### config.mk
export PLATFORM = sky130hd
export DESIGN_NAME = ram_stream_fifo_ctrl
export DESIGN_NICKNAME = d
export VERILOG_FILES = /design/src/rtl/ram_stream_fifo_ctrl.sv
export SDC_FILE = /design/constraint.sdc
export NUM_CORES = 1
export LEC_CHECK = 0
export BUFFER_PORTS_ARGS = -buffer_cell sky130_fd_sc_hd__buf_2
export CORE_ASPECT_RATIO = 0.5
export CORE_MARGIN = 2
export CORE_UTILIZATION = 30
export DETAILED_ROUTE_END_ITERATION = 6
export PLACE_DENSITY_LB_ADDON = 0.3
export SLEW_MARGIN = 10
export SYNTH_ARGS = -nofsm -noshare
export SYNTH_HDL_FRONTEND = slang
export SYNTH_SLANG_ARGS = --single-unit
### constraint.sdc
create_clock -name clk -period 8.43 [get_ports clk]
set_input_delay 0.4215 -clock clk [delete_from_list [all_inputs] [get_ports clk]]
set_output_delay 0.4215 -clock clk [all_outputs]
set_load 0.01 [all_outputs]
### src/rtl/ram_stream_fifo_ctrl.sv
// ram_stream_fifo_ctrl
// Wraps a single-port registered-read RAM as a streaming FIFO. Upstream words
// are written into the RAM. Reads are scheduled so that returning data always
// has a free slot in a 2-entry output buffer, which hides the RAM read latency.
// When both sides want the RAM port, reads and writes alternate.
`timescale 1ns/1ps

module ram_stream_fifo_ctrl #(
    parameter int DATA_WIDTH = 16,
    parameter int ADDR_WIDTH = 7
) (
    input  logic                  clk,
    input  logic                  reset,
    input  logic [DATA_WIDTH-1:0] in_data,
    input  logic                  in_valid,
    output logic                  in_ready,
    output logic [DATA_WIDTH-1:0] out_data,
    output logic                  out_valid,
    input  logic                  out_ready,
    output logic [DATA_WIDTH-1:0] ram_data,
    output logic [ADDR_WIDTH-1:0] ram_addr,
    output logic                  ram_we,
    input  logic [DATA_WIDTH-1:0] ram_q,
    output logic [ADDR_WIDTH:0]   level
);

    localparam logic [ADDR_WIDTH:0] DEPTH = {1'b1, {ADDR_WIDTH{1'b0}}};

    logic [ADDR_WIDTH-1:0] wr_ptr;
    logic [ADDR_WIDTH-1:0] rd_ptr;
    logic [ADDR_WIDTH:0]   ram_count;
    logic                  rd_inflight;
    logic                  prio_rd;
    logic [DATA_WIDTH-1:0] obuf0;
    logic [DATA_WIDTH-1:0] obuf1;
    logic [1:0]            obuf_count;

    logic [DATA_WIDTH-1:0] obuf0_next;
    logic [DATA_WIDTH-1:0] obuf1_next;
    logic [1:0]            obuf_count_next;

    logic full;
    logic rd_req;
    logic rd_grant;
    logic wr_fire;
    logic pop;

    // A read may only be issued when its returning word is guaranteed a slot.
    assign full     = (ram_count == DEPTH);
    assign rd_req   = (ram_count != '0) &&
                      (({1'b0, obuf_count} + {2'b00, rd_inflight}) < 3'd2);
    assign rd_grant = rd_req && (!in_valid || prio_rd || full);
    assign in_ready = !reset && !rd_grant && !full;
    assign wr_fire  = in_valid && in_ready;

    assign ram_we   = wr_fire;
    assign ram_addr = rd_grant ? rd_ptr : wr_ptr;
    assign ram_data = in_data;

    assign out_valid = (obuf_count != 2'd0);
    assign out_data  = obuf0;
    assign pop       = out_valid && out_ready;

    assign level = ram_count
                 + {{ADDR_WIDTH{1'b0}}, rd_inflight}
                 + {{(ADDR_WIDTH-1){1'b0}}, obuf_count};

    // Output buffer next state: pop shifts the head out, and a returning read
    // lands in the first free slot left after any pop.
    always_comb begin
        obuf0_next      = obuf0;
        obuf1_next      = obuf1;
        obuf_count_next = obuf_count;
        if (pop) begin
            obuf0_next      = obuf1;
            obuf_count_next = obuf_count_next - 2'd1;
        end
        if (rd_inflight) begin
            if (obuf_count_next == 2'd0) begin
                obuf0_next = ram_q;
            end else begin
                obuf1_next = ram_q;
            end
            obuf_count_next = obuf_count_next + 2'd1;
        end
    end

    // Pointer, occupancy, arbitration and output buffer registers.
    always_ff @(posedge clk or posedge reset) begin
        if (reset) begin
            wr_ptr      <= '0;
            rd_ptr      <= '0;
            ram_count   <= '0;
            rd_inflight <= 1'b0;
            prio_rd     <= 1'b0;
            obuf0       <= '0;
            obuf1       <= '0;
            obuf_count  <= 2'd0;
        end else begin
            if (wr_fire) begin
                wr_ptr    <= wr_ptr + ADDR_WIDTH'(1);
                ram_count <= ram_count + (ADDR_WIDTH+1)'(1);
                prio_rd   <= 1'b1;
            end else if (rd_grant) begin
                rd_ptr    <= rd_ptr + ADDR_WIDTH'(1);
                ram_count <= ram_count - (ADDR_WIDTH+1)'(1);
                prio_rd   <= 1'b0;
            end
            rd_inflight <= rd_grant;
            obuf0       <= obuf0_next;
            obuf1       <= obuf1_next;
            obuf_count  <= obuf_count_next;
        end
    end

endmodule
# Word-level counts from Yosys, hierarchy flattened
# Cells that the tools add are included.
# W data, S select, Z words.
[word_totals]
regBits = 58
latchBits = 0
ramBits = 0
rom_bits = 0
input_bits = 36
out_inout_bits = 50
elab_cells = 49
memories = 0
[classes]
add_sub_neg = 9
multipliers = 0
n_div = 0
n_lt_le_gt_ge = 1
n_eq_ne = 1
n_shift = 0
mux = 10
n_bitwise = 2
n_reduce_logical = 18
[op_table]
columns = ["cell", "count"]
rows = [
  ["$mux W16", 3],
  ["$mux W8", 2],
  ["$add A7 B1 Y7 const B", 2],
  ["$add A8 B1 Y8", 1],
  ["$add A8 B1 Y8 const B", 1],
  ["$add A8 B2 Y8", 1],
  ["$eq A8 B8 Y1 const B", 1],
  ["$reduce_bool A8 Y1", 1],
  ["$sub A8 B1 Y8 const B", 1],
  ["$mux W7", 1],
  ["$logic_and A1 B1 Y1", 6],
  ["$logic_not A1 Y1", 4],
  ["$mux W2", 2],
  ["$reduce_and A2 Y1", 2],
  ["$reduce_bool A2 Y1", 2],
  ["$add A2 B1 Y3", 1],
  ["$lt A3 B2 Y1 const B", 1],
  ["$add A2 B1 Y2 const B", 1],
  ["$logic_not A2 Y1", 1],
  ["$logic_or A1 B1 Y1", 2],
  ["$mux W1", 2],
  ["$not A1 Y1", 2],
  ["$sub A2 B1 Y2 const B", 1],
]

# Logic depth before layout (Yosys ltp)
[depth]
ltp_word = 10
ltp_mapped = 12
ltp_nobuf = 10

# Worst setup path after synthesis
# No wires, ideal clock.
[synth_timing]
path_type = "reg-to-reg"
from = "reg ram_count[4]"
to = "reg ram_count[6]"
setup_ps = 120
arrival_ps = 3055
required_time_ps = 8310
path_slack_ps = 5255
stages_incl_launch_ff = 12
path_buffers = 1
synth_period_minus_slack_ps = 3175
path_cell_list = "dfrtp_1 nor4_4 a221oi_2 nor4b_4 buf_6 inv_1 ha_1 nor2b_1 o31a_1 o21a_1 or3_1 a31o_2"
[synth_via]
elab_chain_len = 8
elab_cells_between_ends = 15
cone_classes = "add/sub: 2; eq/ne: 1; mux: 2; reduce/logical: 10"
[synth_lines]
columns = ["item", "line_no", "rtl"]
rows = [
  ["from (decl)", "31", "logic [ADDR_WIDTH:0] ram_count;"],
  ["from (signal assigned)", "102", "ram_count <= ram_count + (ADDR_WIDTH+1)'(1);"],
  ["from (signal assigned)", "106", "ram_count <= ram_count - (ADDR_WIDTH+1)'(1);"],
  ["$eq A8 B8 Y1 or $reduce_bool A8 Y1 (tied branches)", "49, 50", ""],
  ["$logic_or A1 B1 Y1 or $logic_and A1 B1 Y1 (tied branches)", "52, 50", ""],
  ["$logic_and A1 B1 Y1", "52", "assign rd_grant = rd_req && (!in_valid || prio_rd || full);"],
  ["$logic_not A1 Y1", "53", "assign in_ready = !reset && !rd_grant && !full;"],
  ["$logic_and A1 B1 Y1", "53", ""],
  ["$logic_and A1 B1 Y1 *", "53", ""],
  ["$logic_and A1 B1 Y1 *", "54", "assign wr_fire = in_valid && in_ready;"],
  ["named net ram_we", "22", "output logic ram_we,"],
  ["$mux W8 or $reduce_bool A2 Y1 (tied branches)", "-", ""],
]
# Mark *: on every way through the listed nets, which the timed path passes. The rest lies on a longest branch. The select of a mux whose other input is x is not followed.
# A chain may end at the register's enable or synchronous reset.

# Worst setup path in the final report
[layout_timing]
from = "reg ram_count[2]"
to = "reg ram_count[6]"
[layout_via]
elab_chain_len = 8
elab_cells_between_ends = 15
cone_classes = "add/sub: 2; eq/ne: 1; mux: 2; reduce/logical: 10"
[layout_lines]
columns = ["item"]
rows = [
  ["branches (longest 8 deep; another with $sub A8 B1 Y8)"],
]
# Several ways; the timed one is not identified. The select of a mux whose other input is x is not followed.

==> reports/metrics.yaml <==
cellPowerDensity_nw_per_um2: 454.8
drt_pre_antenna_iters: 4
cts-root-to-sink-buffers: 2
timing.final.crit_period_ns: 3.879
synth_sequential_area_ratio: 0.4627
ys_top_cells_by_area: "dfrtp_1 (46%), mux2_2 (9.0%), mux2i_1 (5.4%), xnor2_1 (5.3%), ha_1 (4.4%)"
yosys-top-cells-count: "dfrtp_1 (58), mux2_2 (25), nand2_1 (24), o21ai_0 (20), xnor2_1 (19)"
post_synth_instance_area_um2: 3137
globalRouteTotalUtil: 0.1174
grt_first_pass_wirelength_um: 10620
tritoncts_num_sinks: 58
numPortBuffers: 53
peakVddDrop_mv: 0.1279
critPathMaxFanout: 17
detail_route.wl_per_cell_um: 13.64
finalHoldViolCount: 0
post-dp-hpwl_um: 4487
setup_violation_total_in_the_final_timing_report: 0
power_leakage_nw: 1.719
place.gp.congestion: 0.8047
rsz0062_at_grt: "no"
fillers: 1023
r2r_start: "ram_count[2]"
routed-via-count: 2167
fmax_mhz: 257.8
initial_core_util: 0.3081
maxSlewViolCount: 0
synth.lib_cells_used.distinct: 38
avg_inst_size_synth_um2: 11.20
synth.yosys.warnings: 0
ys_ff_latch: 58
outcome: "finished clean"
area.growth.synth_to_final_pct: 18.95
syn_inst: 280
timing_worst_setup_path_type: "register to register"
antenna_left: 0
antenna_violations_before_repair: 0
synth-edff-count: 0
synth_top_area_cell: "dfrtp_1"
setup.worst_path.start: "ram_count[2]"
drt-vias-per-instance: 4.640
setup.worst_path.end_class: "register"
synthDominantCellAreaShare: 0.4627
routed_wl_um: 6368
numCtsBuffers: 9
floorplan.rows: 26
total_power_w: 0.001697
clock-root-buffer: "clkbuf_16"
i_o_pin_count: 86
clk_transition_reported_paths_ns: 0.05
tritoncts_clock_tree: "built"
dieArea_um2: 11340
core_region_area_um2: 10180
maxCapViolations: 0
final-seq-area_um2: 1451
post-cts-setup-buffer-count: 0
mappedNetlistNets: 330
number_of_nets_at_the_end_of_the_flow: 372
synth_ff_type: "dfrtp_1"
crit_required_ns: 8.64
die_span_y_um: 76.31
timing.hold.worst.class: "input port to register"
tightestPinTransition_ns: 1.080
postSynth.asyncResetShare: 1.000
timing.hold.worst.start: "ram_q[6]"
max_slew_margin: 0.2785
final_layout_size_suffix_gt1_frac: 0.3058
tcrit_tclk_final: 0.4602
grt_pass1_vias: 2168
crit_path_start_kind: "register"
die_outline_width_um: 148.6
total_congestion_overflow_after_global_routing: 0
setup_total_negative_slack_ns: 0
ctsHtreeMaxLevel: 3
drt_first_iter_violations: 108
clock_latency_ns: 0.32
detail_route.drc_violations: 0
grt_max_degree: 55
fin_worst_skew_ns: 0.005533
timing.critical_path.arrival_ns: 4.09
yosys.cell_count.top_type: "dfrtp_1"
num_antenna_cells: 0
multiInputGateArea_um2: 1463
critical path, cell delays in order (launching register included):
cell and delay [ns]:
dfrtp_1 0.46, nor3_1 0.41, a221oi_2 0.16, nor4b_4 0.82, inv_1 0.34, ha_1 0.43
nor2b_1 0.16, o31a_1 0.25, o21a_1 0.18, or3_1 0.30, a31o_2 0.24
power by group:
part           leakage (nW)  total, W  internal (W)  switching (W)
Clock                 0.147  0.000359      0.000244       0.000115
Sequential            0.694  0.000543      0.000421       0.000122
Combinational         0.878  0.000794      0.000385       0.000410
final timing paths:
path / end / slack (ns) / cells after the start
max in group asynchronous: obuf1[12] / 6.98 / 4
worst max register to register: ram_count[6] / 4.55 / 10
worst min-delay path: out_data[6] / 0.33 / 3
worst min register to register: rd_ptr[6] / 0.46 / 1
min in group asynchronous: ram_count[5] / 0.56 / 3
worst max-delay path: ram_count[6] / 4.55 / 10
through the flow:
step	area (um^2)	hold slack (ns)	std cells	setup WS, ns	util
2_1_floorplan	3137	0.4402	280	5.255	-
3_3_place_gp	3422	0.3342	450	4.655	0.3361
3_5_place_dp	3422	0.3412	450	4.526	0.3361
4_1_cts	3731	0.3123	467	4.535	0.3664
5_1_grt	3731	0.3285	467	4.243	0.3664
6_report	3731	0.3270	467	4.551	0.3664
kinds of logic (layout without fill, tap and decap cells):
group                      after synthesis  count (layout)  share of synthesized area
and+or+nand+nor                         62              62                     0.1097
DFF                                     58              58                     0.4627
muxes                                   43              43                     0.1488
AOI/OAI and AO/OA                       40              40                    0.07499
buffers and inverters                   38              85                    0.07100
xor gates and xnor gates                25              25                    0.06980
adders and majority gates               14              14                    0.06302
timing repair:
item                      CTS  global route
hold endpoints to repair    4             0
hold buffers                1             0
resized for setup           0             0
flip-flops by register name, summed over array words and instances, names as in the netlist:
register     cells
obuf_count       2
rd_inflight      1
prio_rd          1
out_data        16
obuf1           16
rd_ptr           7
wr_ptr           7
ram_count        8
per-layer routing:
| layer | track usage | part of all wire | up-vias |
|---|---|---|---|
| li1 | - | - | 1042 |
| met1 | 0.1404 | 0.44 | 1056 |
| met2 | 0.1972 | 0.49 | 48 |
| met3 | 0.02874 | 0.045 | 21 |
| met4 | 0.06095 | 0.024 | 0 |
| met5 | 0 | 0 | - |
placed cells by master, fill, tap and decap left out, types with 4 or more instances in the layout:
cell       instances
a21oi_1            9
and3_1             4
buf_2             53
clkbuf_16          9
dfrtp_1           58
ha_1              11
inv_1             11
mux2_2            25
mux2i_1           17
nand2_1           24
nand3_1            5
nand4_1            8
nor2_1             5
nor3_1             6
o21ai_0           20
xnor2_1           19
xor2_1             6
cell type report:
class,count,share of cell area
clock buffers,14,0.07076
clock inverters,2,0.009390
inverters,12,0.01207
multi-input cells,184,0.3920
flip-flops and latches,58,0.3890
well taps,140,0.04695
repair buffers,57,0.07981
Note: power is estimated with default switching activity, not from simulation.
